File: src/rtl/key_cond_pkg.sv
// Shared types, 50 MHz timing defaults and key indices for the key conditioning stage.
package key_cond_pkg;

  typedef enum logic [1:0] {
    RELEASED,
    WAIT_DELAY,
    REPEATING
  } key_state_e;

  localparam int DEF_DEBOUNCE_CYCLES     = 750000;
  localparam int DEF_REPEAT_DELAY_CYCLES = 25000000;
  localparam int DEF_REPEAT_RATE_CYCLES  = 12500000;

  localparam int KEY_FUNC = 0;
  localparam int KEY_UP   = 1;

  function automatic int max2(input int a, input int b);
    return (a > b) ? a : b;
  endfunction

endpackage

File: src/rtl/key_channel.sv
// One key: 2-flop synchronizer, stable-count debounce and press/repeat/release strobe FSM.
// state      | meaning
// RELEASED   | debounced key up, no strobes pending
// WAIT_DELAY | held, counting toward first auto-repeat (frozen at 0 if repeat disabled)
// REPEATING  | held, strobing key_repeat every rate period
module key_channel
  import key_cond_pkg::*;
#(
  parameter int DEBOUNCE_CYCLES     = DEF_DEBOUNCE_CYCLES,
  parameter int REPEAT_DELAY_CYCLES = DEF_REPEAT_DELAY_CYCLES,
  parameter int REPEAT_RATE_CYCLES  = DEF_REPEAT_RATE_CYCLES
) (
  input  logic clk_i,
  input  logic rst_i,
  input  logic key_n_i,
  input  logic repeat_en_i,
  output logic level_o,
  output logic press_o,
  output logic release_o,
  output logic repeat_o
);

  localparam int DW = $clog2(DEBOUNCE_CYCLES + 1);
  localparam int RW = $clog2(max2(REPEAT_DELAY_CYCLES, REPEAT_RATE_CYCLES) + 1);
  localparam logic [DW-1:0] DEB_LAST   = DW'(DEBOUNCE_CYCLES - 1);
  localparam logic [RW-1:0] DELAY_LAST = RW'(REPEAT_DELAY_CYCLES - 1);
  localparam logic [RW-1:0] RATE_LAST  = RW'(REPEAT_RATE_CYCLES - 1);

  logic [1:0]    sync_q;
  logic          sample;
  logic [DW-1:0] deb_q, deb_d;
  logic          level_q, level_d;
  logic [RW-1:0] rpt_q, rpt_d;
  key_state_e    state_q, state_d;
  logic          press_q, press_d;
  logic          release_q, release_d;
  logic          repeat_q, repeat_d;

  // Synchronizer idles at 1 (released) so reset never looks like a press.
  always_ff @(posedge clk_i or posedge rst_i) begin
    if (rst_i) sync_q <= 2'b11;
    else       sync_q <= {sync_q[0], key_n_i};
  end

  assign sample = ~sync_q[1];

  always_comb begin
    deb_d   = '0;
    level_d = level_q;
    if (sample != level_q) begin
      if (deb_q == DEB_LAST) level_d = sample;
      else                   deb_d   = deb_q + DW'(1);
    end
  end

  // Edges are taken from level_d so the strobes register together with the level.
  always_comb begin
    state_d   = state_q;
    rpt_d     = rpt_q;
    press_d   = 1'b0;
    release_d = 1'b0;
    repeat_d  = 1'b0;
    if (level_d && !level_q) begin
      state_d  = WAIT_DELAY;
      rpt_d    = '0;
      press_d  = 1'b1;
      repeat_d = 1'b1;
    end else if (!level_d && level_q) begin
      state_d   = RELEASED;
      rpt_d     = '0;
      release_d = 1'b1;
    end else begin
      case (state_q)
        RELEASED: rpt_d = '0;
        WAIT_DELAY: begin
          if (!repeat_en_i) begin
            rpt_d = '0;
          end else if (rpt_q == DELAY_LAST) begin
            rpt_d    = '0;
            repeat_d = 1'b1;
            state_d  = REPEATING;
          end else begin
            rpt_d = rpt_q + RW'(1);
          end
        end
        REPEATING: begin
          if (rpt_q == RATE_LAST) begin
            rpt_d    = '0;
            repeat_d = 1'b1;
          end else begin
            rpt_d = rpt_q + RW'(1);
          end
        end
        default: state_d = RELEASED;
      endcase
    end
  end

  always_ff @(posedge clk_i or posedge rst_i) begin
    if (rst_i) begin
      deb_q     <= '0;
      level_q   <= 1'b0;
      rpt_q     <= '0;
      state_q   <= RELEASED;
      press_q   <= 1'b0;
      release_q <= 1'b0;
      repeat_q  <= 1'b0;
    end else begin
      deb_q     <= deb_d;
      level_q   <= level_d;
      rpt_q     <= rpt_d;
      state_q   <= state_d;
      press_q   <= press_d;
      release_q <= release_d;
      repeat_q  <= repeat_d;
    end
  end

  assign level_o   = level_q;
  assign press_o   = press_q;
  assign release_o = release_q;
  assign repeat_o  = repeat_q;

endmodule

File: src/rtl/key_conditioner.sv
// Conditions raw active-low push buttons into synchronous levels and single-cycle strobes
// for the clock/display block; one independent key_channel per key.
module key_conditioner
  import key_cond_pkg::*;
#(
  parameter int                  NUM_KEYS            = 2,
  parameter int                  DEBOUNCE_CYCLES     = DEF_DEBOUNCE_CYCLES,
  parameter int                  REPEAT_DELAY_CYCLES = DEF_REPEAT_DELAY_CYCLES,
  parameter int                  REPEAT_RATE_CYCLES  = DEF_REPEAT_RATE_CYCLES,
  parameter logic [NUM_KEYS-1:0] REPEAT_MASK         = NUM_KEYS'(1 << KEY_UP)
) (
  input  logic                clk_i,
  input  logic                rst_i,
  input  logic [NUM_KEYS-1:0] keys_i,
  output logic [NUM_KEYS-1:0] key_level_o,
  output logic [NUM_KEYS-1:0] key_press_o,
  output logic [NUM_KEYS-1:0] key_release_o,
  output logic [NUM_KEYS-1:0] key_repeat_o
);

  if (DEBOUNCE_CYCLES < 2 || REPEAT_DELAY_CYCLES < 2 || REPEAT_RATE_CYCLES < 2) begin : g_bad_params
    $error("key_conditioner: all timing parameters must be >= 2");
  end

  for (genvar k = 0; k < NUM_KEYS; k++) begin : g_key
    key_channel #(
      .DEBOUNCE_CYCLES    (DEBOUNCE_CYCLES),
      .REPEAT_DELAY_CYCLES(REPEAT_DELAY_CYCLES),
      .REPEAT_RATE_CYCLES (REPEAT_RATE_CYCLES)
    ) u_chan (
      .clk_i      (clk_i),
      .rst_i      (rst_i),
      .key_n_i    (keys_i[k]),
      .repeat_en_i(REPEAT_MASK[k]),
      .level_o    (key_level_o[k]),
      .press_o    (key_press_o[k]),
      .release_o  (key_release_o[k]),
      .repeat_o   (key_repeat_o[k])
    );
  end

endmodule

File: config.mk
export PLATFORM = sky130hd
export DESIGN_NAME = key_conditioner
export DESIGN_NICKNAME = d
export VERILOG_FILES = /design/src/rtl/key_cond_pkg.sv /design/src/rtl/key_channel.sv /design/src/rtl/key_conditioner.sv
export SDC_FILE = /design/constraint.sdc
export NUM_CORES = 1
export LEC_CHECK = 0
export ABC_AREA = 1
export CORE_ASPECT_RATIO = 1.1
export CORE_UTILIZATION = 30
export CTS_CLUSTER_SIZE = 16
export DETAILED_ROUTE_END_ITERATION = 8
export SLEW_MARGIN = 20
export SYNTH_ARGS = -nofsm -noshare
export SYNTH_HDL_FRONTEND = slang
export SYNTH_SLANG_ARGS = --single-unit
File: constraint.sdc
create_clock -name clk_i -period 6.95 [get_ports clk_i]
set_clock_uncertainty 0.15 [all_clocks]
set_input_delay 1.0425 -clock clk_i [delete_from_list [all_inputs] [get_ports clk_i]]
set_output_delay 1.0425 -clock clk_i [all_outputs]
set_load 0.03 [all_outputs]
After elaboration in Yosys (flattened, before gate mapping)
Index checks and enable logic that the tools add are counted.
- reduce and logical (&&, ||, !) cells: 16
- $add $sub $neg: 4
- div/mod/pow operators: 0
- order comparisons: 0
- multiply operators: 0
- shift-type cells: 0
- bitwise operators: 2
- eq/ne operators: 14
- mux-type cells: 39
- operators with widths (operator ; number):
    $mux W25 ; 7
    $mux W20 ; 4
    $pmux W25 S3 ; 1
    $add A25 B1 Y25 const B ; 2
    $eq A25 B24 Y1 const B ; 2
    $pmux W25 S2 ; 1
    $add A20 B1 Y20 const B ; 2
    $eq A20 B20 Y1 const B ; 2
    $eq A25 B25 Y1 const B ; 1
    $mux W1 ; 18
    $mux W2 ; 6
    $ne A3 B1 Y1 const B ; 2
    $reduce_bool A5 Y1 ; 1
    $eq A2 B1 Y1 const B ; 2
    $eq A2 B2 Y1 const B ; 2
    $logic_and A1 B1 Y1 ; 4
    $logic_not A1 Y1 ; 4
    $logic_not A2 Y1 ; 2
    $ne A4 B1 Y1 const B ; 1
    $pmux W2 S2 ; 1
    $reduce_bool A4 Y1 ; 1
    $reduce_or A2 Y1 ; 2
    $reduce_or A3 Y1 ; 1
    $ne A1 B1 Y1 ; 2
    other kinds (3) ; 4
- bits in read-only memories: 0
- memory bits (writable): 0
- logic and storage cells: 91
- bits of input ports: 4
- register bits after elaboration: 106
- latch bits: 0
- memories: 0
- output and inout port bits: 8

Logic depth before layout (Yosys ltp)
- word-level depth: 7
- gate-level depth with buffers: 15
- depth with buffers taken out: 14

Hierarchy
Synthesis repeated with hierarchy kept, for this count alone.
- cell total of the unflattened synthesis: 1062
- area, all modules: 6924.1 um^2
- modules (own cells, without submodules) (module ; cells an instance ; sequential area each (um^2) ; times used ; area each (um^2)):
    key_channel ; 530 ; 1328.8 ; 2 ; 3458.3
    key_conditioner ; 2 ; 0.0 ; 1 ; 7.5

Worst setup path after synthesis
No wires, ideal clock.
- kind: register to register
- start point: reg g_key[1].u_chan.deb_q[0]
- end point: reg g_key[1].u_chan.rpt_q[11]
- required time: 6735 ps
- cell stages (with the launch flop): 16
- clock period less this slack: 2453 ps
- path slack: 4497 ps
- library setup time: 65 ps
- arrival: 2239 ps
- path buffers: 1
- cell sequence: dfrtp_1 ha_1 nand2_1 nor2_2 nand3_1 nor2_1 nand2_1 o21ai_0 inv_1 ha_1 inv_1 nand2_1 nor2_1 buf_2 nand3_1 nand2_1
- longest elaborated chain between the ends: 7
- elaborated cells on any way between the ends: 9
- classes of those cells: 1 x eq/ne; 4 x mux; 4 x reduce/logical
- RTL lines (what ; line ; text):
    start: declaration ; key_channel.sv:31 ; logic [DW-1:0] deb_q, deb_d;
    start signal: assignment ; key_channel.sv:101 ; deb_q <= '0;
    start signal: assignment ; key_channel.sv:109 ; deb_q <= deb_d;
    $eq A20 B20 Y1 * ; key_channel.sv:51 ; if (deb_q == DEB_LAST) level_d = sample;
    $mux W1 * ; key_channel.sv:51 ;
    $mux W1 * ; key_channel.sv:50 ; if (sample != level_q) begin
    via g_key[1].u_chan.level_d ; key_channel.sv:32 ; logic level_q, level_d;
    $logic_not A1 Y1 ; key_channel.sv:68 ; end else if (!level_d && level_q) begin
    $logic_and A1 B1 Y1 ; key_channel.sv:68 ;
    $mux W25 ; key_channel.sv:68 ;
    $mux W25 ; key_channel.sv:63 ; if (level_d && !level_q) begin
    end signal: assignment ; key_channel.sv:111 ; rpt_q <= rpt_d;
    end: declaration ; key_channel.sv:33 ; logic [RW-1:0] rpt_q, rpt_d;
The timed path passes the listed nets; every way through them passes the cells marked *.
A chain may end at the register's enable or synchronous reset.

Final worst setup path
- start point: reg g_key[1].u_chan.deb_q[0]
- end point: reg g_key[1].u_chan.rpt_q[21]
The elaborated chain is that of the path after synthesis.

==> results <==
- The flow ran to the end, and the final reports show no timing, DRC or antenna violations.
- Each instance of the synthesized netlist takes up on average 7.41 µm².
- The kind of capture point of the worst setup path is a flip-flop.
- The part of the cycle the worst path needs is between 30% and 40%.
- The post-route total power is 966 µW.
- The total count of max-transition violations in the final report is 0.
- Summed over all failing endpoints, the final setup total negative slack is 0 ns.
- During synthesis, Yosys emitted a total of 0 warnings.
- The number of nets in the final layout is between 600 and 700.
- The largest single stage delay on the critical path is ~0.37 ns.
- The total half-perimeter wirelength after legalization and detailed placement is 6700 µm.
- The largest net degree at the start of global routing is 79.
- The total inserted antenna cells is 0.
- Leaving out fill and tap cells, the most frequent cell in the layout is nand2_1.
- In this run the tightest slew margin relative to its limit is about a third.
- The number of placement rows is 47.
- The initial cell density of the core is 31.0%.
- The post-cts repair resize count is 0.
- TritonCTS built the clock tree.
- In this run the cell area of the synthesized design comes to around 4700 µm².
- The library cells used most frequently in the layout, excluding fill and tap cells, are 185 x nand2_1, 104 x nor2_1, 74 x dfrtp_1, 67 x inv_1, 42 x nand3_1.
- In this run the tool buffered the top-level ports with 11 buffer cells.
- The level count of the clock H-tree is 3.
- Dividing the detail-routed via count by the number of cells gives approximately 4.6.
- The number of vias in the routed layout is between 3000 and 4000.
- In this run, CTS created clock tree buffers numbering 9.
- The via count of the first global-routing pass is 3562.
- The clock period minus final worst setup slack is between 2 and 3 ns.
- The maximum fanout along the worst path is 24.
- In this run, synthesis produced a sequential element count of just under 80.
- The number of buffers and inverters on the critical path is 3.
- Summed over all cells, the static leakage comes to between 0.002 and 0.0025 µW.
- The final count of hold timing violations is 0.
- The power density relative to cell area is around 180 nW/µm².
- The area of the die is 16200 µm².
- For the worst-skew pair, the clock arrives at the later sink with an insertion delay of approximately 0.34 ns.
- Compared with the post-synthesis result, the final layout area differs by 11.8%.
- The core footprint is between 15000 and 20000 µm².
- At the pin with the least slew margin, the transition time is about 0.97 ns.
- The worst setup path is launched from a flip-flop.
- 12 I/O pins were placed.
- The number of max-cap violations is 0.
- The post-CTS setup buffer count is 0.
- The data arrival time of the critical path is 2.83 ns.
- From bottom edge to top edge, the die measures 133 µm.
- Global routing finished with a remaining overflow of 0.
- The sequential element share of the synthesized area is between 40% and 50%.
- The pre-antenna-repair detailed-routing pass consisted of 4 iterations.
- Summing all flip-flop and latch instances after layout gives just under 2000 µm².
- Yosys mapped a number of flops with a built-in enable equal to 0.
- The clock tree buffer depth is 2.
- Traced cell by cell, the critical path runs through ha_1 > nand2_1 > nor2_2 > nand3_1 > nor2_1 > nand2_1 > o21ai_0 > inv_1 > ha_1 > inv_1 > nand2_1 > nor2_2 > buf_4 > nand3_1 > nand2_1.
- In the global route stage, overall resource usage came out at between 10% and 20%.
- Setup repair after global routing left no endpoint under its margin.
- The number of DRC markers in iteration 0 is 261.
- The remaining antenna violation count is 0.
- CTS placed an instance of clkbuf_16 at the clock tree root.
- Summing all multi-input logic gate instances after layout gives ~2400 µm².
- Synthesis handed over a netlist of 635 instances.
- For this design, the slowest cell found on the critical path is dfrtp_1.
- After routing the design area is about 5300 µm².
- The post-synthesis net count is ~650.
- The worst setup path is of the reg2reg kind.
- The global-route wire length before repair is ~17000 µm.
- For this run, the share of the core covered by cells in the final layout is between 30% and 40%.
- Clock-pin slew was measured on the worst setup and hold paths at 0.06 ns.
- The number of cells in the finished layout apart from fillers is ~840.
- The fraction of registers with async set/reset is 100%.
- After detailed placement, the total cell area comes to just under 5000 µm².
- Based on the critical path, the design can be clocked at up to roughly 370 MHz.
- For this run, the leading register cell type out of synthesis is dfrtp_1.
- The ratio of cells with drive above 1 in the final layout is 8.68%.
- The count of hold buffers inserted by post-cts repair is 0.
- The number of fill cells in the layout is approximately 1600.
- The number of remaining DRC errors is 0.
- The number of antenna violations at the first check in global routing came to 0.
- The min-delay analysis places its worst path in the category reg2reg.
- Measured along the x axis, the die boundary spans approximately 120 µm.
- Data on the critical path is required at its endpoint by between 7 and 8 ns.
- The cell with the most instances on the worst path is nand2_1.
- On the critical path the largest part of the delay comes from simple AND/OR/NAND/NOR gates.
- The clock sink count is between 70 and 80.
- VDD sags by at most 0.114 mV.
- The detailed-route wire length is slightly below 10000 µm.
- At the end of routability-driven placement, the weighted congestion stood at between 0.8 and 0.9.
- Once placement completed, the tool counted placed cells totaling roughly 830.
- The count of cell types in the netlist is 37.
- The setup violation total in the final timing report is 0.
- In the final routed layout, each cell accounts on average for between 10 and 15 µm.
path summary, 6_finish.rpt:
path | start | endpoint | slack (ns) | depth (start not counted)
max | g_key[1].u_chan.deb_q[0] | g_key[1].u_chan.rpt_q[21] | 4.24 | 15
min | g_key[1].u_chan.sync_q[0] | g_key[1].u_chan.sync_q[1] | 0.20 | 0
max reg2reg | g_key[1].u_chan.deb_q[0] | g_key[1].u_chan.rpt_q[21] | 4.24 | 15
min reg2reg | g_key[1].u_chan.sync_q[0] | g_key[1].u_chan.sync_q[1] | 0.20 | 0
max in group asynchronous | rst_i | g_key[1].u_chan.deb_q[12] | 5.08 | 3
min in group asynchronous | rst_i | g_key[1].u_chan.rpt_q[16] | 1.02 | 3
area by class of cell:
type | count | area share (%)
Inverter | 70 | 5.02
Clock inverter | 3 | 0.856
Multi-Input combinational cell | 467 | 44.7
Timing Repair Buffer | 14 | 2.59
Sequential cell | 78 | 37.2
Clock buffer | 13 | 4.95
Tap cell | 196 | 4.66
through the flow:
stage | hold slack, ns | worst slack, ns
4_1_cts | 0.205 | 4.23
6_report | 0.205 | 4.24
2_1_floorplan | 0.195 | 3.77
5_1_grt | 0.210 | 4.03
3_5_place_dp | 0.197 | 4.27
3_3_place_gp | 0.196 | 4.36
sequential cells by signal, indices dropped and copies added, names as in the netlist:
signal / flops
g_key.u_chan.press_o: 2
g_key.u_chan.repeat_o: 1
g_key.u_chan.rpt_q: 25
g_key.u_chan.release_o: 2
g_key.u_chan.state_q: 2
g_key.u_chan.deb_q: 40
g_key.u_chan.level_o: 2
g_key.u_chan.sync_q: 4
logic make-up after synthesis:
logic type,Yosys count,share of synthesized area [%]
xor gates and xnor gates,32,5.96
and+or+nand+nor,410,39.7
DFF,78,41.6
buffers and inverters,90,8.43
AOI/OAI and AO/OA,17,2.15
adders and majority gates,8,2.13
synthesized netlist by cell type, types with 2 or more instances:
cell      number  share of area (%)
nand3b_1       5               0.80
nand3_2       14                3.0
xnor2_1        5               0.93
ha_1           8                2.1
buf_6          2               0.48
nor2_1       105                8.4
o21ai_0        4               0.43
inv_2          2               0.16
nand4_1       13                1.7
buf_4          9                1.4
buf_2          7               0.74
dfstp_2        4                2.2
nand2_1      185                 15
nor3_1        21                2.2
nand2_2        4               0.53
o21bai_1       2               0.32
a21oi_1        6               0.64
nor3_2         2               0.43
dfrtp_1       74                 39
xor2_1        27                5.0
inv_1         68                5.4
and2_1         2               0.27
nor3b_1        5               0.80
nor2_2         7               0.93
nand3_1       42                4.5
metal layers:
| metal | global-route usage (%) | up-vias | share of wire, % |
|---|---|---|---|
| met1 | 17.5 | 1793 | 50 |
| met2 | 20.7 | 32 | 46 |
| met3 | 2.95 | 11 | 2.4 |
| li1 | - | 1995 | - |
| met5 | 0 | - | 0 |
| met4 | 4.32 | 0 | 1.4 |
report_power, final:
group	switching (µW)	total [µW]	leakage [µW]	internal, µW
Sequential	2.65	462	0.00107	459
Combinational	15.8	21.2	0.00114	5.37
Clock	185	483	0.000142	298
No activity file was read; power rests on OpenSTA's default activity.
